<file path="config.mk">
export PLATFORM = sky130hd
export DESIGN_NAME = col_scheduler
export DESIGN_NICKNAME = d
export VERILOG_FILES = /design/src/rtl/col_pkg.sv /design/src/rtl/lowest_set_idx.sv /design/src/rtl/col_scheduler.sv
export SDC_FILE = /design/constraint.sdc
export NUM_CORES = 1
export LEC_CHECK = 0
export ABC_CLOCK_PERIOD_IN_PS = 3500
export BUFFER_PORTS_ARGS = -buffer_cell sky130_fd_sc_hd__buf_2
export CAP_MARGIN = 20
export CORE_ASPECT_RATIO = 1.4
export CORE_UTILIZATION = 33
export CTS_CLUSTER_DIAMETER = 120
export DETAILED_ROUTE_END_ITERATION = 7
export PLACE_DENSITY_LB_ADDON = 0.1
export SLEW_MARGIN = 15
export SYNTH_ARGS = -nofsm -noshare
export SYNTH_HDL_FRONTEND = slang
export SYNTH_SLANG_ARGS = --single-unit
</file>
<file path="constraint.sdc">
create_clock -name clk_in -period 3.5 [get_ports clk_in]
set_input_delay 0.7 -clock clk_in [delete_from_list [all_inputs] [get_ports clk_in]]
set_output_delay 0.7 -clock clk_in [all_outputs]
set_load 0.01 [all_outputs]
</file>
<file path="src/rtl/col_pkg.sv">
// Shared sizing, types and FSM state encoding for the column scheduler.
// Latency: n/a (types and constants only).
// Backpressure: n/a.
package col_pkg;

    localparam int ROTATIONAL_RES = 1024;
    localparam int NUM_COLS       = 64;
    localparam int DTHETA_W       = $clog2(ROTATIONAL_RES);
    localparam int COL_W          = $clog2(NUM_COLS);

    typedef logic [DTHETA_W-1:0] dtheta_t;
    typedef logic [COL_W-1:0]    col_idx_t;
    typedef logic [NUM_COLS-1:0] col_mask_t;

    typedef enum logic {
        IDLE  = 1'b0,
        ISSUE = 1'b1
    } sched_state_t;

endpackage

</file>
<file path="src/rtl/lowest_set_idx.sv">
// Priority encoder: index of the lowest set bit of a mask, plus an any-bit flag.
// Latency: purely combinational.
// Backpressure: none.
module lowest_set_idx #(
    parameter int WIDTH = 64
) (
    input  logic [WIDTH-1:0]         mask,
    output logic [$clog2(WIDTH)-1:0] idx,
    output logic                     any
);

    localparam int IW = $clog2(WIDTH);

    // Scan from the top down so the lowest set bit is the last one written.
    always_comb begin
        idx = '0;
        any = |mask;
        for (int i = WIDTH - 1; i >= 0; i--) begin
            if (mask[i]) begin
                idx = IW'(i);
            end
        end
    end

endmodule

</file>
<file path="src/rtl/col_scheduler.sv">
// Serialises a per-slice column mask into one column index per valid/ready transfer.
// Latency: first column offered the cycle after the slice strobe; 1 column/cycle when ready.
// Backpressure: col_out/dtheta_out held while col_valid_out & !col_ready_in; new strobe preempts.
module col_scheduler
    import col_pkg::*;
(
    input  logic      clk_in,
    input  logic      rst_n_in,
    input  dtheta_t   dtheta_in,
    input  logic      dtheta_valid_in,
    input  col_mask_t col_indices_in,
    output col_idx_t  col_out,
    output dtheta_t   dtheta_out,
    output logic      col_valid_out,
    input  logic      col_ready_in,
    output logic      busy_out,
    output logic      slice_done_out,
    output logic      overrun_out
);

    sched_state_t state;
    col_mask_t    pending;
    col_mask_t    clr_mask;
    col_mask_t    pend_after;
    col_mask_t    pending_nxt;
    col_idx_t     nxt_idx;
    logic         nxt_any;
    logic         xfer;
    logic         rst_meta;
    logic         rst_n;

    // Reset asserts immediately but is released only on a clock edge.
    always_ff @(posedge clk_in or negedge rst_n_in) begin
        if (!rst_n_in) begin
            rst_meta <= 1'b0;
            rst_n    <= 1'b0;
        end else begin
            rst_meta <= 1'b1;
            rst_n    <= rst_meta;
        end
    end

    // Remove the column accepted this cycle; a new slice strobe replaces whatever remains.
    always_comb begin
        xfer        = col_valid_out & col_ready_in;
        clr_mask    = xfer ? (col_mask_t'(1) << col_out) : '0;
        pend_after  = pending & ~clr_mask;
        pending_nxt = dtheta_valid_in ? col_indices_in : pend_after;
    end

    // Encoding the next pending mask lets col_out be registered without a bubble.
    lowest_set_idx #(
        .WIDTH (NUM_COLS)
    ) u_lowest (
        .mask (pending_nxt),
        .idx  (nxt_idx),
        .any  (nxt_any)
    );

    // Scheduler FSM with all outputs registered.
    always_ff @(posedge clk_in or negedge rst_n) begin
        if (!rst_n) begin
            state          <= IDLE;
            pending        <= '0;
            col_out        <= '0;
            dtheta_out     <= '0;
            col_valid_out  <= 1'b0;
            busy_out       <= 1'b0;
            slice_done_out <= 1'b0;
            overrun_out    <= 1'b0;
        end else begin
            pending       <= pending_nxt;
            col_out       <= nxt_idx;
            col_valid_out <= nxt_any;
            busy_out      <= nxt_any;
            state         <= nxt_any ? ISSUE : IDLE;
            if (dtheta_valid_in) begin
                dtheta_out <= dtheta_in;
            end
            case (state)
                IDLE: begin
                    // An empty slice completes at once without ever offering a column.
                    slice_done_out <= dtheta_valid_in & ~|col_indices_in;
                    overrun_out    <= 1'b0;
                end
                ISSUE: begin
                    // Final column leaving completes the slice even if a new one arrives
                    // together with it; an empty incoming slice also completes at once.
                    slice_done_out <= ~|pend_after | (dtheta_valid_in & ~|col_indices_in);
                    overrun_out    <= dtheta_valid_in & |pend_after;
                end
                default: begin
                    slice_done_out <= 1'b0;
                    overrun_out    <= 1'b0;
                end
            endcase
        end
    end

endmodule

</file>
# Yosys cells after proc, flatten, opt, wreduce, memory -nomap -nowiden

Index checks and enable logic that the tools add are counted.

Register bits after elaboration: 86
Input bits: 78

Shift operators: 1
Multiplexer cells: 69
Bitwise logic cells: 7
Reduce and logical (&&, ||, !) cells: 5

Operators by type and width:

| kind                                                                | number |
|---|---|
| 6-bit two-way mux                                                   | 64 |
| 64-bit OR reduction                                                 | 3 |
| 64-bit two-way mux                                                  | 2 |
| 64-bit bitwise AND                                                  | 1 |
| 64-bit inverter                                                     | 1 |
| 1-bit by 6-bit left shift with 64-bit output (first input constant) | 1 |
| 1-bit one-hot mux with 2 select lines                               | 2 |
| 1-bit bitwise AND                                                   | 3 |
| 1-bit logical NOT                                                   | 2 |
| 1-bit two-way mux                                                   | 1 |
| 1-bit inverter                                                      | 1 |
| 1-bit OR                                                            | 1 |

# Depth between registers and ports, before layout

Depth in word-level cells: 69
Mapped depth: 11
Gate-level depth less buffers: 8

# Cells and area by module

Synthesis repeated with hierarchy kept, for this count alone.

Cell total of the unflattened synthesis: 576
Area total of the unflattened synthesis: 4,989.8 µm²

By module, submodules not included:

| module         | instances | cells an instance | area an instance (µm²) | sequential area each (µm²) |
|---|---|---|---|---|
| col_scheduler  | 1         | 431               | 4,102.7                | 2,127.0 |
| lowest_set_idx | 1         | 145               | 887.1                  | 0.0 |

# Worst setup path before layout

Ideal clock, no wire load.

Path type: input port to flip-flop
Start point: input port col_ready_in
End point: register overrun_out
Library setup time: 0.120 ns
Data arrival time: 2.679 ns
Required time: 3.380 ns
Path slack: 0.701 ns
Cell stages on the path: 9
Cell sequence: buf_4 > nor4bb_1 > clkbuf_1 > a41o_1 > nand3_1 > a2111oi_2 > nand4_1 > or4b_1 > and3_1

Word-level cells in the longest chain between the ends: 7

RTL lines:

| item                                  | line                | source |
|---|---|---|
| start: declaration                    | col_scheduler.sv:15 | `input logic col_ready_in,` |
| 1-bit bitwise AND                     | col_scheduler.sv:45 | `xfer = col_valid_out & col_ready_in;` |
| 64-bit two-way mux                    | col_scheduler.sv:46 | `clr_mask = xfer ? (col_mask_t'(1) << col_out) : '0;` |
| 64-bit inverter                       | col_scheduler.sv:47 | `pend_after = pending & ~clr_mask;` |
| 64-bit bitwise AND                    | col_scheduler.sv:47 |  |
| 64-bit OR reduction                   | col_scheduler.sv:90 | `overrun_out <= dtheta_valid_in & \|pend_after;` |
| 1-bit bitwise AND                     | col_scheduler.sv:90 |  |
| 1-bit one-hot mux with 2 select lines | col_scheduler.sv:80 | `case (state)` |
| end signal: assignment                | col_scheduler.sv:90 |  |
| end: declaration                      | col_scheduler.sv:18 | `output logic overrun_out` |

No other way between the ends.
A chain may end at the register's enable or synchronous reset.

# Final worst setup path

Start point: register col_out[2]
End point: register slice_done_out

Word-level cells in the longest chain between the ends: 8

RTL lines:

| item                                         | line                | source |
|---|---|---|
| start: declaration                           | col_scheduler.sv:12 | `output col_idx_t col_out,` |
| start signal: assignment                     | col_scheduler.sv:73 | `col_out <= nxt_idx;` |
| 1-bit by 6-bit left shift with 64-bit output | col_scheduler.sv:46 |  |
| 64-bit two-way mux                           | col_scheduler.sv:46 |  |
| 64-bit inverter                              | col_scheduler.sv:47 |  |
| 64-bit bitwise AND                           | col_scheduler.sv:47 |  |
| 64-bit OR reduction                          | col_scheduler.sv:89 | `slice_done_out <= ~\|pend_after \| (dtheta_valid_in & ~\|col_indices_in);` |
| 1-bit logical NOT                            | col_scheduler.sv:89 |  |
| 1-bit OR                                     | col_scheduler.sv:89 |  |
| 1-bit one-hot mux with 2 select lines        | col_scheduler.sv:80 |  |
| end signal: assignment                       | col_scheduler.sv:83 | `slice_done_out <= dtheta_valid_in & ~\|col_indices_in;` |
| end signal: assignment                       | col_scheduler.sv:89 |  |
| end: declaration                             | col_scheduler.sv:17 | `output logic slice_done_out,` |

No other way between the ends.

==> metrics.yaml <==
dp_cells: 1003
post_cts_buffers: 0
vdd_drop_max_mv: 0.181
coreArea_um2: 17400
grt.overflow.total: 0
drcViolationCount: 0
clock_path_buffers: 2
drt_iter0_markers: 394
synth.area.top_cells: "dfrtp_1, nand2_1, nor4_1, mux2i_1, mux2_2"
synth_cell_type_count: 82
antenna_found_initial: 0
synth_top_cell_by_area: "dfrtp_1"
syn_area_um2: 5900
timing.hold.ws_ns: 0.110
yosys.area.top_type_share: 0.361
synth.avg_cell_area_um2: 8.82
clock_power_share: 0.342
setup_tns_ns: 0
outcome: "completed"
p_per_area_nw_per_um2: 431
start_util: 0.339
setup_violations: 0
regArea_um2: 2130
clkLatencyLatePin_ns: 0.36
drt-vias-per-instance: 6.26
synth_ff_type: "dfrtp_1"
cts.sink_count: 85
areaGrowthSynthToFinish_pct: 21.5
num_vias: 6382
clkSlewWorstSetupHoldPaths_ns: 0.07
finish.utilization: 0.412
syn_inst: 669
cts_made_buffers: 9
die_width_um: 115
worst_pin_slew_ns: 0.782
slew-limit-headroom: 0.474
combPwrFrac: 0.280
intPower_uw: 2010
fin_crit_ns: 3.33
rr_worst_depth: 7
drive_above_1_share: 0.264
post-route-period-util: 0.951
grt_pass1_vias: 6360
finalNonFillerCells: 1020
switchingPower_uw: 1080
drv_cap: 0
rsz0062_at_grt: "false"
ys_seq_elements: 85
place.gp.congestion: 0.986
place_hpwl_mm: 19.9
cts_tree: "built"
grt_pass1_wl_mm: 39.0
critical_path_class: "reg2reg"
die_area_um2: 18400
h-tree-depth: 3
p_leak_uw: 0.00300
design_area_um2: 7170
finalMaxSlewViolations: 0
hold_path_class: "in2async"
ios: 98
p_sw_frac: 0.349
syn-num-nets: 747
cts_root_buf: "clkbuf_16"
seq_area_frac_synth: 0.361
final-hold-violation-count: 0
postSynth.asyncResetShare: 1.00
r2r_slack_ns: 0.17
grt_max_degree: 77
place_area_um2: 6820
fin_skew_ns: 0.0108
die_h_um: 160
synth_edf_count: 0
firstDrtPassIters: 5
critPathLaunchType: "register"
ys_warn_count: 0
required_ns: 3.76
fmax_mhz: 300
reg2reg_from: "col_out[2]$_DFF_PN0_"
fill_cells: 1805
timing.rr.end: "slice_done_out$_DFF_PN0_"
num_antenna_cells: 0
wirelength_mm: 26.0
crit_fanout: 11
row_count: 57
pwr-share-seq: 0.378
wl_per_cell_um: 25.5
cts-resized-gates: 0
end_kind: "register"
layout_commonest_cell: "buf_2"
io_buffers: 97
hold_buffers: 0
drtAntennaViolNets: 0
grt_util_all_layers: 0.291
final_cell_mix: "buf_2, dfrtp_1, nand2_1"
multi_input_area_um2: 3420
fin_nets: 857
cp.arrival_ns: 3.59
-- worst max-delay path: stages, from the launching register on --
cell and delay, ns:
dfrtp_1 0.50, and2b_1 0.64, nand2_1 0.31, o32ai_2 0.44, o2111ai_1 0.18, nor4_1 0.35
or4b_1 0.55, o21ai_1 0.24
-- Yosys cell counts, drive strengths merged, types with 13 or more instances --
| cell | n |
|---|---|
| inv | 24 |
| o311ai | 25 |
| nand2 | 75 |
| nor4 | 44 |
| buf | 31 |
| nor3 | 18 |
| clkbuf | 21 |
| dfrtp | 85 |
| o21ai | 33 |
| nand4 | 23 |
| mux2 | 16 |
| a21oi | 18 |
| nor2 | 31 |
| mux2i | 25 |
| nand3 | 17 |
| o31ai | 13 |
-- power groups by stage --
stage	Combinational, uW	Clock [uW]	Sequential (uW)
global route	917	1110	1180
detailed placement	830	0	1190
global placement	827	0	1190
finish	866	1050	1170
CTS	831	1070	1180
floorplan	480	0	1160
-- final cells by class --
type                    instances  area share
flip-flops and latches         85       0.297
repair buffers                151       0.129
multi-input cells             508       0.477
clock inverters                 4      0.0103
well taps                     236      0.0412
inverters                      24      0.0126
clock buffers                  12      0.0330
-- cell families after synthesis --
kind of cell,share of synthesized area
AND/OR/NAND/NOR,0.256
AO/OA/AOI/OAI,0.248
flip-flops,0.361
buffers and inverters,0.0619
multiplexers,0.0730
other,0.000636
-- through the flow --
stage	worst slack (ns)	total power (uW)
6_report	0.171	3090
5_1_grt	0.00550	3200
4_1_cts	0.0888	3070
3_5_place_dp	-0.157	2020
3_3_place_gp	-0.182	2020
2_1_floorplan	0.701	1640
-- flip-flops by register name, indices dropped and copies added (netlist names) --
register	count
pending	64
busy_out	1
overrun_out	1
rst_meta	1
slice_done_out	1
col_out	6
rst_n	1
dtheta_out	10
-- metal layers --
layer | share of wire | track usage
met4 | 0.077 | 0.230
met1 | 0.38 | 0.341
met2 | 0.49 | 0.478
met3 | 0.054 | 0.0338
met5 | 0 | 0
-- worst max-delay path by stage --
| stage | startpoint | endpoint | cells after the start |
|---|---|---|---|
| finish | col_out[2]$_DFF_PN0_ | slice_done_out$_DFF_PN0_ | 7 |
| global route | busy_out$_DFF_PN0_ | slice_done_out$_DFF_PN0_ | 8 |
| CTS | busy_out$_DFF_PN0_ | slice_done_out$_DFF_PN0_ | 8 |
| detailed placement | col_ready_in | slice_done_out$_DFF_PN0_ | 9 |
| global placement | col_ready_in | slice_done_out$_DFF_PN0_ | 9 |
| floorplan | col_ready_in | overrun_out$_DFF_PN0_ | 9 |
No activity file was read; power rests on OpenSTA's default activity.
